`src/rtl/main_fp_pkg.sv`:
```
// main_fp_pkg: shared state encodings and constants for the main_fp multiplier
package main_fp_pkg;
  typedef enum logic [2:0] {C_IDLE, C_INIT, C_LOADA, C_LOADB, C_CALC} ctrl_state_t;
  typedef enum logic [1:0] {M_IDLE, M_RUN, M_DONE} mul_state_t;
  localparam logic [7:0] EXP_ADJ = 8'h81;
  localparam int unsigned SIG_W = 24;
  localparam logic [4:0] MUL_STEPS = 5'd24;
endpackage

```
`src/rtl/main_fp_mult.sv`:
```
// mult_top: sequential shift-add 24x24 significand multiplier keeping the top 25 product bits
module mult_top
  import main_fp_pkg::*;
(
  input  logic             clk,
  input  logic             rst,
  input  logic             start,
  input  logic [SIG_W-2:0] a,
  input  logic [SIG_W-2:0] b,
  output logic [SIG_W:0]   out,
  output logic             done
);
  mul_state_t state, state_nxt;
  logic [SIG_W-1:0] mc;
  logic [2*SIG_W-1:0] acc;
  logic [4:0] cnt;
  logic [SIG_W:0] sum;
  // high half of acc accumulates partial sums, low half holds the remaining multiplier bits
  assign sum = {1'b0, acc[2*SIG_W-1:SIG_W]} + (acc[0] ? {1'b0, mc} : '0);
  assign done = state == M_DONE;
  always_comb begin
    state_nxt = state;
    unique case (state)
      M_IDLE:  state_nxt = start ? M_RUN : M_IDLE;
      M_RUN:   state_nxt = cnt == 5'd1 ? M_DONE : M_RUN;
      default: state_nxt = M_IDLE;
    endcase
  end
  always_ff @(posedge clk or negedge rst) begin
    if (!rst) begin
      state <= M_IDLE;
      mc    <= '0;
      acc   <= '0;
      cnt   <= '0;
      out   <= '0;
    end else begin
      state <= state_nxt;
      if (state == M_IDLE && start) begin
        mc  <= {1'b1, a};
        acc <= {{SIG_W{1'b0}}, 1'b1, b};
        cnt <= MUL_STEPS;
      end else if (state == M_RUN) begin
        acc <= {sum, acc[SIG_W-1:1]};
        cnt <= cnt - 5'd1;
      end
      if (state == M_DONE) out <= acc[2*SIG_W-1:SIG_W-1];
    end
  end
endmodule

```
`src/rtl/main_fp.sv`:
```
// main_fp: start/done controlled binary32 multiplier with truncated significand, no special values
module main_fp
  import main_fp_pkg::*;
(
  input  logic        clk,
  input  logic        rst,
  input  logic        startFP,
  input  logic [31:0] A,
  input  logic [31:0] B,
  output logic [31:0] result,
  output logic        doneFP
);
  ctrl_state_t state, state_nxt;
  logic [31:0] a_reg, b_reg;
  logic load_a, load_b, start_mul, done_mul;
  logic [SIG_W:0] prod;
  logic [7:0] exp_sum;
  mult_top u_mult (
    .clk  (clk),
    .rst  (rst),
    .start(start_mul),
    .a    (a_reg[22:0]),
    .b    (b_reg[22:0]),
    .out  (prod),
    .done (done_mul)
  );
  always_comb begin
    state_nxt = state;
    unique case (state)
      C_IDLE:  state_nxt = startFP ? C_INIT : C_IDLE;
      C_INIT:  state_nxt = startFP ? C_INIT : C_LOADA;
      C_LOADA: state_nxt = C_LOADB;
      C_LOADB: state_nxt = C_CALC;
      C_CALC:  state_nxt = done_mul ? C_IDLE : C_CALC;
      default: state_nxt = C_IDLE;
    endcase
  end
  assign load_a    = state == C_LOADA;
  assign load_b    = state == C_LOADB;
  assign start_mul = state == C_CALC;
  assign doneFP    = state == C_IDLE;
  // EXP_ADJ is -127 mod 256; prod[24] bumps the exponent when the product is in [2,4)
  assign exp_sum = a_reg[30:23] + b_reg[30:23] + EXP_ADJ + {7'b0, prod[SIG_W]};
  assign result  = {a_reg[31] ^ b_reg[31], exp_sum, prod[SIG_W] ? prod[SIG_W-1:1] : prod[SIG_W-2:0]};
  always_ff @(posedge clk or negedge rst) begin
    if (!rst) begin
      state <= C_IDLE;
      a_reg <= '0;
      b_reg <= '0;
    end else begin
      state <= state_nxt;
      if (load_a) a_reg <= A;
      if (load_b) b_reg <= B;
    end
  end
endmodule

```
`config.mk`:
```
export PLATFORM = sky130hd
export DESIGN_NAME = main_fp
export DESIGN_NICKNAME = d
export VERILOG_FILES = /design/src/rtl/main_fp_pkg.sv /design/src/rtl/main_fp_mult.sv /design/src/rtl/main_fp.sv
export SDC_FILE = /design/constraint.sdc
export NUM_CORES = 1
export LEC_CHECK = 0
export ABC_AREA = 1
export BUFFER_PORTS_ARGS = -buffer_cell sky130_fd_sc_hd__buf_2
export CORE_ASPECT_RATIO = 0.6
export CORE_UTILIZATION = 25
export CTS_BUF_LIST = sky130_fd_sc_hd__clkbuf_16
export CTS_CLUSTER_DIAMETER = 30
export DETAILED_ROUTE_END_ITERATION = 8
export GPL_ROUTABILITY_DRIVEN = 0
export GPL_TIMING_DRIVEN = 1
export PLACE_DENSITY_LB_ADDON = 0.2
export SLEW_MARGIN = 30
export SYNTH_ARGS = -nofsm -noshare
export SYNTH_HDL_FRONTEND = slang
export SYNTH_SLANG_ARGS = --single-unit
```
`constraint.sdc`:
```
create_clock -name clk -period 6.73 [get_ports clk]
set_clock_uncertainty 0.2 [all_clocks]
set_input_delay 1.0095 -clock clk [delete_from_list [all_inputs] [get_ports clk]]
set_output_delay 1.0095 -clock clk [all_outputs]
set_load 0.01 [all_outputs]
```
==> summary.md <==
| Metric | Value |
|---|---|
| CP delay by family, top | `adder cells` |
| Maximum clock rate | `0.199 GHz` |
| DRT iter0 DRCs | `623` |
| Synth cell types | `37` |
| Final hold viol count | `0` |
| Setup-failing EPs final | `0` |
| Synth top area cells | `dfrtp_1 47%, nand2_1 18%, mux2_2 6.6%, inv_1 6.1%, ha_1 5.5%` |
| Top_reg_cell synth | `dfrtp_1` |
| Critical Path Sink Type | `output pin` |
| Post-CTS Hold Buffers | `0` |
| CORE AREA | `35400 sq um` |
| Rows | `53` |
| Register clock-pin slew on the reported worst setup and hold paths | `0.07 ns` |
| Pleak | `5.69 nW` |
| Synth async-reset ratio | `100%` |
| Die Width | `248 um` |
| Crit Path Class | `flop to output pin` |
| Chip height | `150 um` |
| RSZ-0062 raised after global routing | `false` |
| Post-synth EDFFs | `0` |
| Seq cells post-synth | `171` |
| Remaining antenna violation count | `0` |
| Full die area | `37200 sq um` |
| Post-route cell area | `10600 sq um` |
| HPWL Detailed | `19.2 mm` |
| Post-Layout Cell Count | `1693` |
| Cells after DPL | `1661` |
| Yosys warns | `0` |
| Status | `completed` |
| Nets | `approximately 1300` |
| Initial antenna violation count | `0` |
| Synth top area share | `approximately 47%` |
| WL/cell | `15.4 um` |
| Post-CTS Resized | `0` |
| Post-synth top cells | `432 x nand2_1, 171 x dfrtp_1, 147 x inv_1` |
| Clock sink total | `171` |
| Share of cells above drive strength 1 | `16.2%` |
| Critical Path Source Type | `flop` |
| Register area share after synthesis | `a little under half` |
| Buffers on Ports | `between 90 and 100` |
| CP max stage cell | `dfrtp_1` |
| Vias in the first global route | `~7000` |
| GR Util All Layers | `approximately 15%` |
| Residual DRC | `0` |
| Slew Limit Fails | `0` |
| Final Core Density | `between 20 and 30%` |
| Tot Pwr | `5.42 mW` |
| Diode count | `0` |
| Area taken by multi-input logic gates | `around 4000 sq um` |
| Fin Setup TNS | `0 ns` |
| Post-Syn Area | `9110 sq um` |
| Slew margin rel. | `41.4%` |
| Worst reg2reg setup slack | `around 3.8 ns` |
| Hold Crit Class | `flop to flop` |
| Initial DRT Pass Iterations | `8` |
| Pin count of the biggest net entering global routing | `94` |
| CP Data Arrival Time | `3.83 ns` |
| Clk root buf | `clkbuf_16` |
| Fill count | `3846` |
| Fin crit share | `74.8%` |
| Max FFs per register | `48` |
| Peak supply drop | `0.000264 V` |
| Clk buf depth | `2` |
| Cell taking the most area after synthesis | `dfrtp_1` |
| Vias per cell | `4.35` |
| Total wire length | `~26 mm` |
| CTS Buf Count | `17` |
| Skew-Pair Late Insertion Delay | `0.45 ns` |
| Most common cell in the netlist | `nand2_1` |
| Minimum clock period | `about 5.0 ns` |
| FF/Latch Area | `4280 sq um` |
| GRT overflow | `0` |
| CP Max Fanout | `25` |
| Synth Instances | `1127` |
| Area grow syn2layout | `16.6%` |
| Post-CTS Setup Inserts | `0` |
| Syn Nets | `~1200` |
| First-pass GRT wire length | `41.2 mm` |
| H-tree lvl count | `4` |
| Syn_area_per_cell | `8.08 sq um` |
| Most used cell, CP | `inv_1` |
| Num ports | `100` |
| Slowest cell delay on critical path | `0.74 ns` |
| Power Density | `511 nW/um^2` |
| CTS tree | `done` |
| CP cell instances | `inv_1 > ha_1 > inv_1 > ha_1 > inv_1 > fa_1 > o21ai_0 > a21oi_1 > nor2_1 > nor2_1 > xnor2_1 > buf_2` |
| Via count | `~7400` |
| Placed Area | `10000 sq um` |
| Initial Utilization | `about a quarter` |
| CP required | `about 5.5 ns` |
| Worst slew pin tran | `0.877 ns` |
| Max-cap viol count | `0` |
| CP bufs+invs | `4` |
-- layout by cell type (no fill, tap or decap), drive strengths merged, types with 2 or more instances in the layout --
master,count
a21oi,38
a22oi,13
buf,102
bufinv,2
clkbuf,18
clkinv,7
dfrtp,171
fa,2
ha,40
inv,157
mux2,53
nand2,434
nand3,33
nand3b,5
nand4,8
nor2,57
nor3,6
o211ai,5
o21ai,45
o221ai,7
o22ai,5
or2,2
xnor2,6
xor2,4
-- logic make-up (layout without fill, tap and decap cells) --
group                      count (synthesis)  count (layout)  synth area share, %
muxes                                     53              53                 6.55
and+or+nand+nor                          547             547                 23.8
AOI/OAI and AO/OA                        116             116                 7.35
xor gates and xnor gates                  10              10                0.961
buffers and inverters                    188             287                 8.39
DFF                                      171             171                 47.0
adders and majority gates                 42              42                 5.93
-- metrics by stage --
stage | setup WS [ns] | hold WS [ns]
2_1_floorplan | 3.09 | 0.233
3_3_place_gp | 2.21 | 0.251
3_5_place_dp | 2.17 | 0.257
4_1_cts | 1.65 | 0.268
5_1_grt | 1.16 | 0.290
6_report | 1.70 | 0.265
-- final cells by class --
class / instances / share of cell area (%)
Sequential cell: 171 / 40.3
Multi-Input combinational cell: 768 / 38.3
Tap cell: 467 / 5.50
Inverter: 152 / 5.37
Timing Repair Buffer: 103 / 5.07
Clock buffer: 17 / 4.01
Clock inverter: 15 / 1.39
-- per-layer routing --
layer  up-vias  share of wire, %  GRT usage (%)
met3        15               7.4           4.35
met1      3430                59           24.5
met4         0              0.73           3.45
met2       181                33           17.1
li1       3738                 -              -
met5         -                 0              0
-- final timing paths --
path                       cells past startpoint      startpoint             to
max in group asynchronous                      2             rst  u_mult.mc[13]
min in group asynchronous                      1             rst      b_reg[20]
setup / recovery                              12  u_mult.out[24]     result[29]
setup reg to reg                               7        state[0]  u_mult.acc[9]
hold reg to reg                                2       a_reg[17]  u_mult.mc[17]
hold / removal                                 2       a_reg[17]  u_mult.mc[17]
-- worst min-delay path: cells and delay by family (launching register included) --
family,cells,cell delay (ns)
DFF,1,0.34
and+or+nand+nor,2,0.10
-- power by group --
group,leakage (nW),total (mW),internal [mW],switching [mW]
registers,2.05,1.91,1.52,0.387
clock network,0.287,0.987,0.546,0.441
logic,3.35,2.52,1.01,1.52
No activity file was read; power rests on OpenSTA's default activity.
